File: src/rtl/stack_game_pkg.sv
// rtl/stack_game_pkg.sv - shared state encoding and status codes for the stacking game
package stack_game_pkg;

   typedef enum logic [2:0] {
      ST_IDLE  = 3'd0,
      ST_SPAWN = 3'd1,
      ST_MOVE  = 3'd2,
      ST_CHECK = 3'd3,
      ST_WIN   = 3'd4,
      ST_OVER  = 3'd5
   } game_state_t;

   localparam logic [1:0] GS_IDLE    = 2'b00;
   localparam logic [1:0] GS_PLAYING = 2'b01;
   localparam logic [1:0] GS_WON     = 2'b10;
   localparam logic [1:0] GS_OVER    = 2'b11;

   function automatic logic [1:0] status_of(input game_state_t s);
      logic [1:0] gs;
      case (s)
         ST_SPAWN, ST_MOVE, ST_CHECK: gs = GS_PLAYING;
         ST_WIN:                      gs = GS_WON;
         ST_OVER:                     gs = GS_OVER;
         default:                     gs = GS_IDLE;
      endcase
      return gs;
   endfunction

endpackage

File: src/rtl/stack_overlap_unit.sv
// rtl/stack_overlap_unit.sv - combinational intersection of moving block and tower top
module stack_overlap_unit #(
   parameter int X_W = 8
) (
   input  logic [X_W-1:0] blk_x,
   input  logic [X_W-1:0] blk_w,
   input  logic [X_W-1:0] top_x,
   input  logic [X_W-1:0] top_w,
   output logic [X_W:0]   left,
   output logic [X_W:0]   right,
   output logic           hit
);

   logic [X_W:0] blk_r;
   logic [X_W:0] top_r;

   // One extra bit so right edges past the playfield never wrap
   always_comb begin
      blk_r = {1'b0, blk_x} + {1'b0, blk_w};
      top_r = {1'b0, top_x} + {1'b0, top_w};
      left  = (blk_x >= top_x) ? {1'b0, blk_x} : {1'b0, top_x};
      right = (blk_r <= top_r) ? blk_r : top_r;
      hit   = (right > left);
   end

endmodule

File: src/rtl/stack_game_engine.sv
// rtl/stack_game_engine.sv - stacking-tower game state machine and datapath
module stack_game_engine
   import stack_game_pkg::*;
#(
   parameter int SCREEN_W    = 160,
   parameter int SCREEN_H    = 120,
   parameter int X_W         = 8,
   parameter int Y_W         = 7,
   parameter int BLOCK_H     = 8,
   parameter int INIT_W      = 40,
   parameter int MAX_CHANCES = 3,
   parameter int SCORE_W     = 7,
   parameter int STEP0       = 1,
   parameter int MAX_STEP    = 4,
   parameter int LEVEL_UP    = 4,
   parameter int SHRINK      = 1
) (
   input  logic               clk,
   input  logic               resetn,
   input  logic               sync,
   input  logic               start,
   input  logic               place,
   output logic [X_W-1:0]     x,
   output logic [Y_W-1:0]     y,
   output logic [X_W-1:0]     block_w,
   output logic [SCORE_W-1:0] score,
   output logic [3:0]         chance,
   output logic               o,
   output logic [1:0]         game_status
);

   localparam int XE_W  = X_W + 1;
   localparam int LVL_W = (LEVEL_UP > 1) ? $clog2(LEVEL_UP) : 1;

   localparam logic [X_W-1:0]   INIT_W_C   = X_W'(INIT_W);
   localparam logic [X_W-1:0]   TOP_X0     = X_W'((SCREEN_W - INIT_W) / 2);
   localparam logic [X_W-1:0]   STEP0_C    = X_W'(STEP0);
   localparam logic [X_W-1:0]   MAX_STEP_C = X_W'(MAX_STEP);
   localparam logic [X_W:0]     SCREEN_W_C = XE_W'(SCREEN_W);
   localparam logic [Y_W-1:0]   Y_START    = Y_W'(SCREEN_H - 2 * BLOCK_H);
   localparam logic [Y_W-1:0]   BLOCK_H_C  = Y_W'(BLOCK_H);
   localparam logic [3:0]       CHANCES_C  = 4'(MAX_CHANCES);
   localparam logic [LVL_W-1:0] LVL_LAST   = LVL_W'(LEVEL_UP - 1);

   game_state_t    state;
   game_state_t    state_nxt;
   logic [X_W-1:0] top_x;
   logic [X_W-1:0] top_w;
   logic [X_W-1:0] step;
   logic [LVL_W-1:0] lvl_cnt;
   logic           dir_left;

   logic [X_W:0]   ov_left;
   logic [X_W:0]   ov_right;
   logic           ov_hit;

   logic [X_W:0]   x_ext;
   logic [X_W:0]   step_ext;
   logic [X_W:0]   x_limit;
   logic [X_W-1:0] x_nxt;
   logic           dir_nxt;

   stack_overlap_unit #(
      .X_W (X_W)
   ) u_overlap (
      .blk_x (x),
      .blk_w (block_w),
      .top_x (top_x),
      .top_w (top_w),
      .left  (ov_left),
      .right (ov_right),
      .hit   (ov_hit)
   );

   // Bounce between 0 and the rightmost legal left edge
   always_comb begin
      x_ext    = {1'b0, x};
      step_ext = {1'b0, step};
      x_limit  = SCREEN_W_C - {1'b0, block_w};
      x_nxt    = x;
      dir_nxt  = dir_left;
      if (!dir_left) begin
         if (x_ext + step_ext >= x_limit) begin
            x_nxt   = x_limit[X_W-1:0];
            dir_nxt = 1'b1;
         end else begin
            x_nxt = x + step;
         end
      end else begin
         if (x <= step) begin
            x_nxt   = '0;
            dir_nxt = 1'b0;
         end else begin
            x_nxt = x - step;
         end
      end
   end

   always_ff @(posedge clk or negedge resetn) begin
      if (!resetn) begin
         state <= ST_IDLE;
      end else begin
         state <= state_nxt;
      end
   end

   always_comb begin
      state_nxt = state;
      case (state)
         ST_IDLE, ST_WIN, ST_OVER: begin
            if (start) state_nxt = ST_SPAWN;
         end
         ST_SPAWN: state_nxt = ST_MOVE;
         ST_MOVE: begin
            if (place) state_nxt = ST_CHECK;
         end
         ST_CHECK: begin
            if (ov_hit) begin
               state_nxt = (y == '0) ? ST_WIN : ST_SPAWN;
            end else begin
               state_nxt = (chance <= 4'd1) ? ST_OVER : ST_SPAWN;
            end
         end
         default: state_nxt = ST_IDLE;
      endcase
   end

   assign game_status = status_of(state);

   always_ff @(posedge clk or negedge resetn) begin
      if (!resetn) begin
         x        <= '0;
         y        <= '0;
         block_w  <= INIT_W_C;
         score    <= '0;
         chance   <= CHANCES_C;
         o        <= 1'b0;
         step     <= STEP0_C;
         lvl_cnt  <= '0;
         dir_left <= 1'b0;
         top_x    <= TOP_X0;
         top_w    <= INIT_W_C;
      end else begin
         case (state)
            ST_IDLE, ST_WIN, ST_OVER: begin
               if (start) begin
                  score   <= '0;
                  o       <= 1'b0;
                  chance  <= CHANCES_C;
                  block_w <= INIT_W_C;
                  step    <= STEP0_C;
                  lvl_cnt <= '0;
                  y       <= Y_START;
                  top_x   <= TOP_X0;
                  top_w   <= INIT_W_C;
               end
            end
            ST_SPAWN: begin
               x        <= '0;
               dir_left <= 1'b0;
            end
            ST_MOVE: begin
               // A drop request wins over a same-cycle tick
               if (!place && sync) begin
                  x        <= x_nxt;
                  dir_left <= dir_nxt;
               end
            end
            ST_CHECK: begin
               if (ov_hit) begin
                  o <= 1'b1;
                  if (score != '1) score <= score + 1'b1;
                  if (SHRINK != 0) begin
                     top_x   <= ov_left[X_W-1:0];
                     top_w   <= X_W'(ov_right - ov_left);
                     block_w <= X_W'(ov_right - ov_left);
                  end else begin
                     top_x <= x;
                     top_w <= block_w;
                  end
                  if (y != '0) y <= y - BLOCK_H_C;
                  if (lvl_cnt == LVL_LAST) begin
                     lvl_cnt <= '0;
                     if (step < MAX_STEP_C) step <= step + 1'b1;
                  end else begin
                     lvl_cnt <= lvl_cnt + 1'b1;
                  end
               end else begin
                  o <= 1'b0;
                  if (chance != '0) chance <= chance - 1'b1;
               end
            end
            default: ;
         endcase
      end
   end

endmodule
File: config.mk
export PLATFORM = sky130hd
export DESIGN_NAME = stack_game_engine
export DESIGN_NICKNAME = d
export VERILOG_FILES = /design/src/rtl/stack_game_pkg.sv /design/src/rtl/stack_overlap_unit.sv /design/src/rtl/stack_game_engine.sv
export SDC_FILE = /design/constraint.sdc
export NUM_CORES = 1
export LEC_CHECK = 0
export ABC_AREA = 1
export BUFFER_PORTS_ARGS = -buffer_cell sky130_fd_sc_hd__buf_2
export CAP_MARGIN = 10
export CORE_AREA = 2 2 127 129
export CTS_CLUSTER_SIZE = 16
export DETAILED_ROUTE_END_ITERATION = 8
export DIE_AREA = 0 0 129 131
export PLACE_DENSITY_LB_ADDON = 0.12
export SETUP_SLACK_MARGIN = 0.15
export SLEW_MARGIN = 30
export SYNTH_ARGS = -nofsm -noshare
export SYNTH_HDL_FRONTEND = slang
export SYNTH_SLANG_ARGS = --single-unit
File: constraint.sdc
create_clock -name clk -period 5.7 [get_ports clk]
set_clock_uncertainty 0.1 [all_clocks]
set_input_delay 0.285 -clock clk [delete_from_list [all_inputs] [get_ports clk]]
set_output_delay 0.285 -clock clk [all_outputs]
set_load 0.05 [all_outputs]
==> impl_metrics.json, run 1 <==
{
  "combPwrFrac_pct": 72.2,
  "timing.setup.critical_path_class": "reg -> reg",
  "critical_path_peak_fanout": 17,
  "power_frac_seq_pct": 17.8,
  "dp.final_hpwl_mm": 12.0,
  "final_hold_viol_count": 0,
  "yosys_warnings": 0,
  "die-area_um2": 16900,
  "r2r-end": "score[5]$_DFFE_PN0P_",
  "max-clock-path-buffers": 2,
  "drt_pre_antenna_iters": 4,
  "number_of_buffer_cells_added_on_primary_ports": 38,
  "cts.sinks": 54,
  "grt_start_max_net_pins": 55,
  "cell_internal_power_mw": 1.58,
  "power.net_switching_mw": 2.10,
  "grt_pass1_vias": 4714,
  "postCtsSetupRepairBufs": 0,
  "hold_class": "in -> async",
  "layout.filler_cells": 1653,
  "part_of_the_cycle_the_worst_path_needs_pct": 86.9,
  "global_route_wire_length_before_repair_mm": 24.9,
  "cts_root_buffer": "sky130_fd_sc_hd__clkbuf_16",
  "synthesis.area_per_instance_um2": 7.20,
  "drc": 0,
  "htreeDepth": 2,
  "final.hold.worst_slack_ns": 0.00300,
  "gpl.final_weighted_congestion": 0.843,
  "drv.max_cap_violation_count": 0,
  "cts_stage_hold_buffer_count": 0,
  "route.vias.total": 4903,
  "cts_made_buffers": 5,
  "endpoint_kind": "register",
  "worst-slew-pin-transition_ns": 0.777,
  "setup_total_negative_slack_ns": 0,
  "cts-resized-gates": 0,
  "drv_slew": 0,
  "initial_antenna_violation_count": 0,
  "layout-area-overhead-vs-synth_pct": 10.8,
  "antenna_cells_inserted": 0,
  "die_y_um": 131,
  "drtIter0Drc": 296,
  "timing.final.setup_violations": 0,
  "period_needed_ns": 4.95,
  "setup.worst_path.start": "x[1]$_DFFE_PN0P_",
  "setup_crit_start_kind": "register",
  "ff_latch_area_um2": 1360,
  "ys_seq_area_share_pct": 25.5,
  "nets": 861,
  "die_wd_um": 129,
  "worst-endpoint-required_ns": 5.85,
  "placed_area_um2": 5750,
  "drive_gt1_share_pct": 10.0,
  "design.core.area_um2": 15600,
  "grt_setup_unrepaired": "true",
  "avgViaCountPerCell": 4.93,
  "io_pins": 42,
  "clkPwrFrac_pct": 10.1,
  "synthesis.area_um2": 5350,
  "multiInputGateArea_um2": 3510,
  "row_count": 46,
  "max_slew_margin_pct": 47.5,
  "wl_per_cell_um": 15.2,
  "timing.critical_path.arrival_ns": 5.10,
  "power_per_cell_area_nw_per_um2": 620,
  "postSynthCellCount": 742,
  "initial_core_util_pct": 34.3,
  "clock_tree_from_tritoncts": "built",
  "worst_ir_drop_vdd_uv": 270,
  "synth_seq_cells": 54,
  "power.switching_fraction_pct": 57.1,
  "leakagePower_nw": 3.27,
  "drt.antenna.violating_nets": 0,
  "worst_r2r_startpoint": "x[1]$_DFFE_PN0P_",
  "insertion_delay_ns": 0.31,
  "max_freq_mhz": 202,
  "p_total_mw": 3.67,
  "grt_util_all_layers_pct": 18.9,
  "outcome": "complete, no violations",
  "post-route-cell-area_um2": 5920,
  "grt_overflow": 0,
  "clk_transition_reported_paths_ns": 0.08,
  "reg2reg_setup_slack_ns": 0.75,
  "timing.reg2reg.worst_path_depth": 22,
  "yosysUniqueCellTypes": 46,
  "detail_route.wirelength_mm": 15.2,
  "end_point_of_the_critical_path": "score[5]$_DFFE_PN0P_"
}
-- cells in the mapped netlist, drive strengths merged --
cell    number  area (um2)
a211oi       1        7.51
a21o         5        37.5
a21oi       48         240
a22oi        1        7.51
a31o         1        8.76
a31oi        5        31.3
buf         12        96.3
clkbuf       6        23.8
clkinv       1        3.75
conb         1        3.75
dfrtp       45        1130
dfstp        9         236
fa           5         100
ha          73         913
inv         97         364
nand2      186         721
nand3       49         263
nand3b       2        15.0
nand4       28         175
nor2        56         229
nor3         3        15.0
nor3b        2        15.0
o211ai       6        50.1
o21a         4        30.0
o21ai       53         269
o21bai       3        22.5
o31a         1        8.76
o41ai        1        8.76
or2          3        18.8
or3          1        6.26
xnor2       16         140
xor2        18         158
-- how the worst min path moves through the flow --
stage	slack, ns	end
global route	0.06	y[4]$_DFFE_PN0P_
detailed placement	0.38	y[3]$_DFFE_PN0P_
finish	0.003	y[4]$_DFFE_PN0P_
floorplan	-0.11	chance[2]$_DFFE_PN0P_
CTS	0.04	state[1]$_DFFE_PN0P_
global placement	0.37	y[3]$_DFFE_PN0P_
-- power by group through the flow --
stage | Combinational, mW | Clock [mW] | Sequential (mW)
after global placement | 2.62 | 0 | 0.656
final | 2.65 | 0.370 | 0.652
after detailed placement | 2.63 | 0 | 0.660
after CTS | 2.65 | 0.387 | 0.653
after floorplan | 1.90 | 0 | 0.809
after global routing | 3.02 | 0.395 | 0.673
-- layout by cell type, fill, tap and decap left out, types with 3 or more instances in the layout --
master                      synthesis  final
sky130_fd_sc_hd__nand2_1          181    181
sky130_fd_sc_hd__inv_1             96     96
sky130_fd_sc_hd__ha_1              73     73
sky130_fd_sc_hd__nor2_1            54     54
sky130_fd_sc_hd__a21oi_1           48     48
sky130_fd_sc_hd__nand3_1           47     47
sky130_fd_sc_hd__dfrtp_1           45     45
sky130_fd_sc_hd__o21ai_0           41     40
sky130_fd_sc_hd__buf_2              5     38
sky130_fd_sc_hd__nand4_1           28     28
sky130_fd_sc_hd__xor2_1            18     18
sky130_fd_sc_hd__xnor2_1           16     16
sky130_fd_sc_hd__o21ai_1           11     12
sky130_fd_sc_hd__dfstp_2            9      9
sky130_fd_sc_hd__buf_4              3      7
sky130_fd_sc_hd__a31oi_1            5      5
sky130_fd_sc_hd__a21o_1             5      5
sky130_fd_sc_hd__o211ai_1           5      5
sky130_fd_sc_hd__fa_1               5      5
sky130_fd_sc_hd__clkbuf_16          0      5
sky130_fd_sc_hd__o21a_1             4      4
sky130_fd_sc_hd__o21bai_1           3      3
sky130_fd_sc_hd__nand2_2            3      3
sky130_fd_sc_hd__nor3_1             3      3
sky130_fd_sc_hd__or2_2              3      3
sky130_fd_sc_hd__conb_1             1      3
-- per-stage QoR --
stage                     worst slack (ns)  utilization (%)  std cells
after global routing                 0.136             38.0        995
after detailed placement             0.667             36.8        987
after global placement               0.780             36.8        987
final                                0.745             38.0        995
after floorplan                       1.10                -        744
after CTS                            0.618             37.9        995
-- cells by family (layout without fill, tap and decap cells) --
logic type / after synthesis / in the layout / share of synthesized area (%)
XOR/XNOR: 34 / 34 / 5.57
buffers and inverters: 116 / 151 / 9.13
AO/OA/AOI/OAI: 129 / 129 / 13.5
flip-flops: 54 / 54 / 25.5
adder cells (fa/ha/maj): 78 / 78 / 19.0
AND/OR/NAND/NOR: 330 / 330 / 27.3
other: 1 / 3 / 0.0702
-- flip-flops by register name, indices dropped and copies added (netlist names) --
register	flops
top_w	8
y	4
x	8
top_x	8
state	3
step	8
score	7
o	1
lvl_cnt	2
chance	4
dir_left	1
-- critical path, stage by stage, from the launching register on --
cell and delay [ns]:
sky130_fd_sc_hd__dfrtp_1 0.60, sky130_fd_sc_hd__inv_1 0.15, sky130_fd_sc_hd__fa_1 0.51, sky130_fd_sc_hd__o211ai_2 0.25, sky130_fd_sc_hd__a31oi_1 0.13, sky130_fd_sc_hd__xnor2_1 0.17
sky130_fd_sc_hd__ha_1 0.31, sky130_fd_sc_hd__nand2_1 0.07, sky130_fd_sc_hd__nor2_2 0.13, sky130_fd_sc_hd__nand3_1 0.09, sky130_fd_sc_hd__nand3_1 0.12, sky130_fd_sc_hd__nand2_2 0.17
sky130_fd_sc_hd__nand2_1 0.11, sky130_fd_sc_hd__o21ai_0 0.12, sky130_fd_sc_hd__ha_1 0.41, sky130_fd_sc_hd__nand2_1 0.09, sky130_fd_sc_hd__or3_1 0.40, sky130_fd_sc_hd__nand2_2 0.11
sky130_fd_sc_hd__nand4_1 0.30, sky130_fd_sc_hd__buf_4 0.29, sky130_fd_sc_hd__nand3_2 0.12, sky130_fd_sc_hd__nand2_1 0.07, sky130_fd_sc_hd__nand2_1 0.06
-- routing by layer --
metal	part of all wire, %	up-vias	track usage, %
met1	49	2255	27.2
met4	1.9	0	4.60
met3	3.9	18	2.65
li1	-	2526	-
met2	45	104	29.8
met5	0	-	0
-- cell type report --
| cell class | instances | area share [%] |
|---|---|---|
| Clock buffer | 5 | 2.11 |
| Clock inverter | 3 | 0.739 |
| Inverter | 98 | 6.21 |
| Multi-Input combinational cell | 574 | 59.3 |
| Sequential cell | 54 | 23.0 |
| Tap cell | 216 | 4.56 |
| Timing Repair Buffer | 45 | 4.10 |
Note: power is estimated with default switching activity, not from simulation.
==> run 2: changes to the inputs <==
--- a/config.mk
+++ b/config.mk
@@ -8,10 +8,10 @@
 export ABC_AREA = 1
 export BUFFER_PORTS_ARGS = -buffer_cell sky130_fd_sc_hd__buf_2
 export CAP_MARGIN = 10
-export CORE_AREA = 2 2 127 129
+export CORE_AREA = 2 2 114 116
 export CTS_CLUSTER_SIZE = 16
 export DETAILED_ROUTE_END_ITERATION = 8
-export DIE_AREA = 0 0 129 131
+export DIE_AREA = 0 0 116 118
 export PLACE_DENSITY_LB_ADDON = 0.12
 export SETUP_SLACK_MARGIN = 0.15
 export SLEW_MARGIN = 30
==> constraint.sdc (replaced) <==
create_clock -name clk -period 4.6 [get_ports clk]
set_clock_uncertainty 0.1 [all_clocks]
set_input_delay 0.23 -clock clk [delete_from_list [all_inputs] [get_ports clk]]
set_output_delay 0.23 -clock clk [all_outputs]
set_load 0.005 [all_outputs]
==> run 2 against run 1 <==
  * Sequential cell count unchanged
  * First-iteration DRC count up 4.7%
  * Routed wire length up 3.1%
  * Non-clock buffer count up 30
  * Final area up 7.5%
  * Utilization up 13 points
  * Critical path depth up 1
==> impl_metrics.json, run 2 (synthesis gave the netlist of run 1 again) <==
{
  "setup_total_negative_slack_ns": 0,
  "grt_setup_unrepaired": "true",
  "period_needed_ns": 4.41,
  "die_wd_um": 116,
  "drt_pre_antenna_iters": 4,
  "cts_root_buffer": "sky130_fd_sc_hd__clkbuf_16",
  "route.vias.total": 5166,
  "max_freq_mhz": 227,
  "grt_overflow": 0,
  "setup_crit_start_kind": "register",
  "timing.setup.critical_path_class": "reg -> reg",
  "max_slew_margin_pct": 36.5,
  "cts.sinks": 54,
  "avgViaCountPerCell": 5.26,
  "dp.final_hpwl_mm": 12.2,
  "placed_area_um2": 5800,
  "initial_core_util_pct": 43.1,
  "part_of_the_cycle_the_worst_path_needs_pct": 95.8,
  "io_pins": 42,
  "max-clock-path-buffers": 2,
  "post-route-cell-area_um2": 6370,
  "power_per_cell_area_nw_per_um2": 808,
  "die_y_um": 118,
  "grt_start_max_net_pins": 55,
  "gpl.final_weighted_congestion": 0.939,
  "critical_path_peak_fanout": 7,
  "final.hold.worst_slack_ns": 0.155,
  "endpoint_kind": "register",
  "drv_slew": 0,
  "row_count": 41,
  "grt_util_all_layers_pct": 22.8,
  "grt_pass1_vias": 4852,
  "leading_cell_types_in_the_layout_fill_and_taps_excluded": "sky130_fd_sc_hd__nand2_1 (173), sky130_fd_sc_hd__inv_1 (95), sky130_fd_sc_hd__ha_1 (66)",
  "drc": 0,
  "worst-endpoint-required_ns": 4.68,
  "timing.final.setup_violations": 0,
  "drv.max_cap_violation_count": 0,
  "outcome": "complete, no violations",
  "hold_class": "in -> reg",
  "p_total_mw": 5.15,
  "clk_transition_reported_paths_ns": 0.08,
  "drt.antenna.violating_nets": 0,
  "placed_cells_incl_taps": 958,
  "place_worst_setup_slack_ns": -0.0128,
  "wl_per_cell_um": 15.9,
  "drive_gt1_share_pct": 17.9,
  "nets": 893,
  "cts_made_buffers": 5,
  "insertion_delay_ns": 0.30,
  "global_route_wire_length_before_repair_mm": 24.9,
  "layout.cells.most_common": "sky130_fd_sc_hd__nand2_1",
  "finalCoreUtilization_pct": 51.3,
  "detail_route.wirelength_mm": 15.6,
  "die-area_um2": 13700,
  "number_of_buffer_cells_added_on_primary_ports": 38,
  "worst-slew-pin-transition_ns": 0.940,
  "layout-area-overhead-vs-synth_pct": 19.1,
  "drtIter0Drc": 310,
  "htreeDepth": 2,
  "initial_antenna_violation_count": 0,
  "final_hold_viol_count": 0,
  "worst_ir_drop_vdd_uv": 400,
  "antenna_cells_inserted": 0,
  "postLayoutSetupSlackWorst_ns": 0.193,
  "timing.critical_path.arrival_ns": 4.49,
  "design.core.area_um2": 12400,
  "leakagePower_nw": 3.45,
  "instances_no_fill": 983,
  "clock_tree_from_tritoncts": "built"
}
[run 2: changes by cell type in the layout (fill, tap and decap cells not counted), sizes merged]
cell and change:
buf +28, clkbuf +2, nand2 +2, bufinv -1
dlygate4sd3 +1
[run 2: worst paths after layout]
path                                       startpoint                     to  slack [ns]  depth (start not counted)
worst max-delay path             top_w[0]$_DFFE_PN0P_       y[5]$_DFFE_PN0P_        0.19                         23
worst min-delay path                            start   state[2]$_DFFE_PN0P_        0.16                          4
worst max register to register   top_w[0]$_DFFE_PN0P_       y[5]$_DFFE_PN0P_        0.19                         23
worst min register to register  chance[1]$_DFFE_PN1P_  chance[1]$_DFFE_PN1P_        0.40                          2
max in group asynchronous                      resetn   top_w[4]$_DFFE_PN0P_        3.36                          3
min in group asynchronous                      resetn       y[4]$_DFFE_PN0P_        0.50                          3
[run 2: cell type report]
class	instances	area [um2]
Clock buffer	6	129
Fill cell	1248	6050
Inverter	98	368
Tap cell	172	215
Timing Repair Buffer	75	512
Sequential cell	54	1370
Clock inverter	2	17.5
Multi-Input combinational cell	576	3760
[run 2: repair_timing]
action / 4_1_cts / 5_1_grt
endpoints found under the hold margin: 11 / 0
hold buffers: 1 / 0
setup endpoints to repair: 41 / 44
pin swaps: 4 / 26
cloned: 1 / 2
gates resized for setup: 6 / 61
buffers inserted: 1 / 12
[run 2: power by group]
part	internal, mW	leakage, nW	switching (mW)
clock	0.206	0.0714	0.185
combinational	1.61	2.68	2.35
sequential	0.624	0.699	0.167
[run 2: metal layers]
layer	global-route usage, %	routed length [um]	part of all wire [%]
met3	3.40	845	5.4
met4	4.09	161	1.0
met2	35.9	7320	47
met1	33.4	7290	47
met5	0	0	0
[run 2: critical path, cell delays in order (launching register included)]
cell and delay [ns]:
sky130_fd_sc_hd__dfrtp_1 0.41, sky130_fd_sc_hd__ha_2 0.21, sky130_fd_sc_hd__inv_2 0.04, sky130_fd_sc_hd__fa_2 0.39, sky130_fd_sc_hd__o211ai_2 0.22, sky130_fd_sc_hd__a31oi_1 0.13
sky130_fd_sc_hd__xnor2_1 0.18, sky130_fd_sc_hd__ha_1 0.33, sky130_fd_sc_hd__nand2_1 0.09, sky130_fd_sc_hd__nor2_4 0.12, sky130_fd_sc_hd__nand3_2 0.10, sky130_fd_sc_hd__nand3_4 0.15
sky130_fd_sc_hd__nand2_4 0.09, sky130_fd_sc_hd__nand2_1 0.10, sky130_fd_sc_hd__o21ai_2 0.07, sky130_fd_sc_hd__ha_1 0.33, sky130_fd_sc_hd__buf_4 0.14, sky130_fd_sc_hd__nand2_1 0.04
sky130_fd_sc_hd__or3_1 0.35, sky130_fd_sc_hd__nand2_2 0.10, sky130_fd_sc_hd__nand4_1 0.19, sky130_fd_sc_hd__buf_4 0.22, sky130_fd_sc_hd__nand2_4 0.09, sky130_fd_sc_hd__o21ai_0 0.08
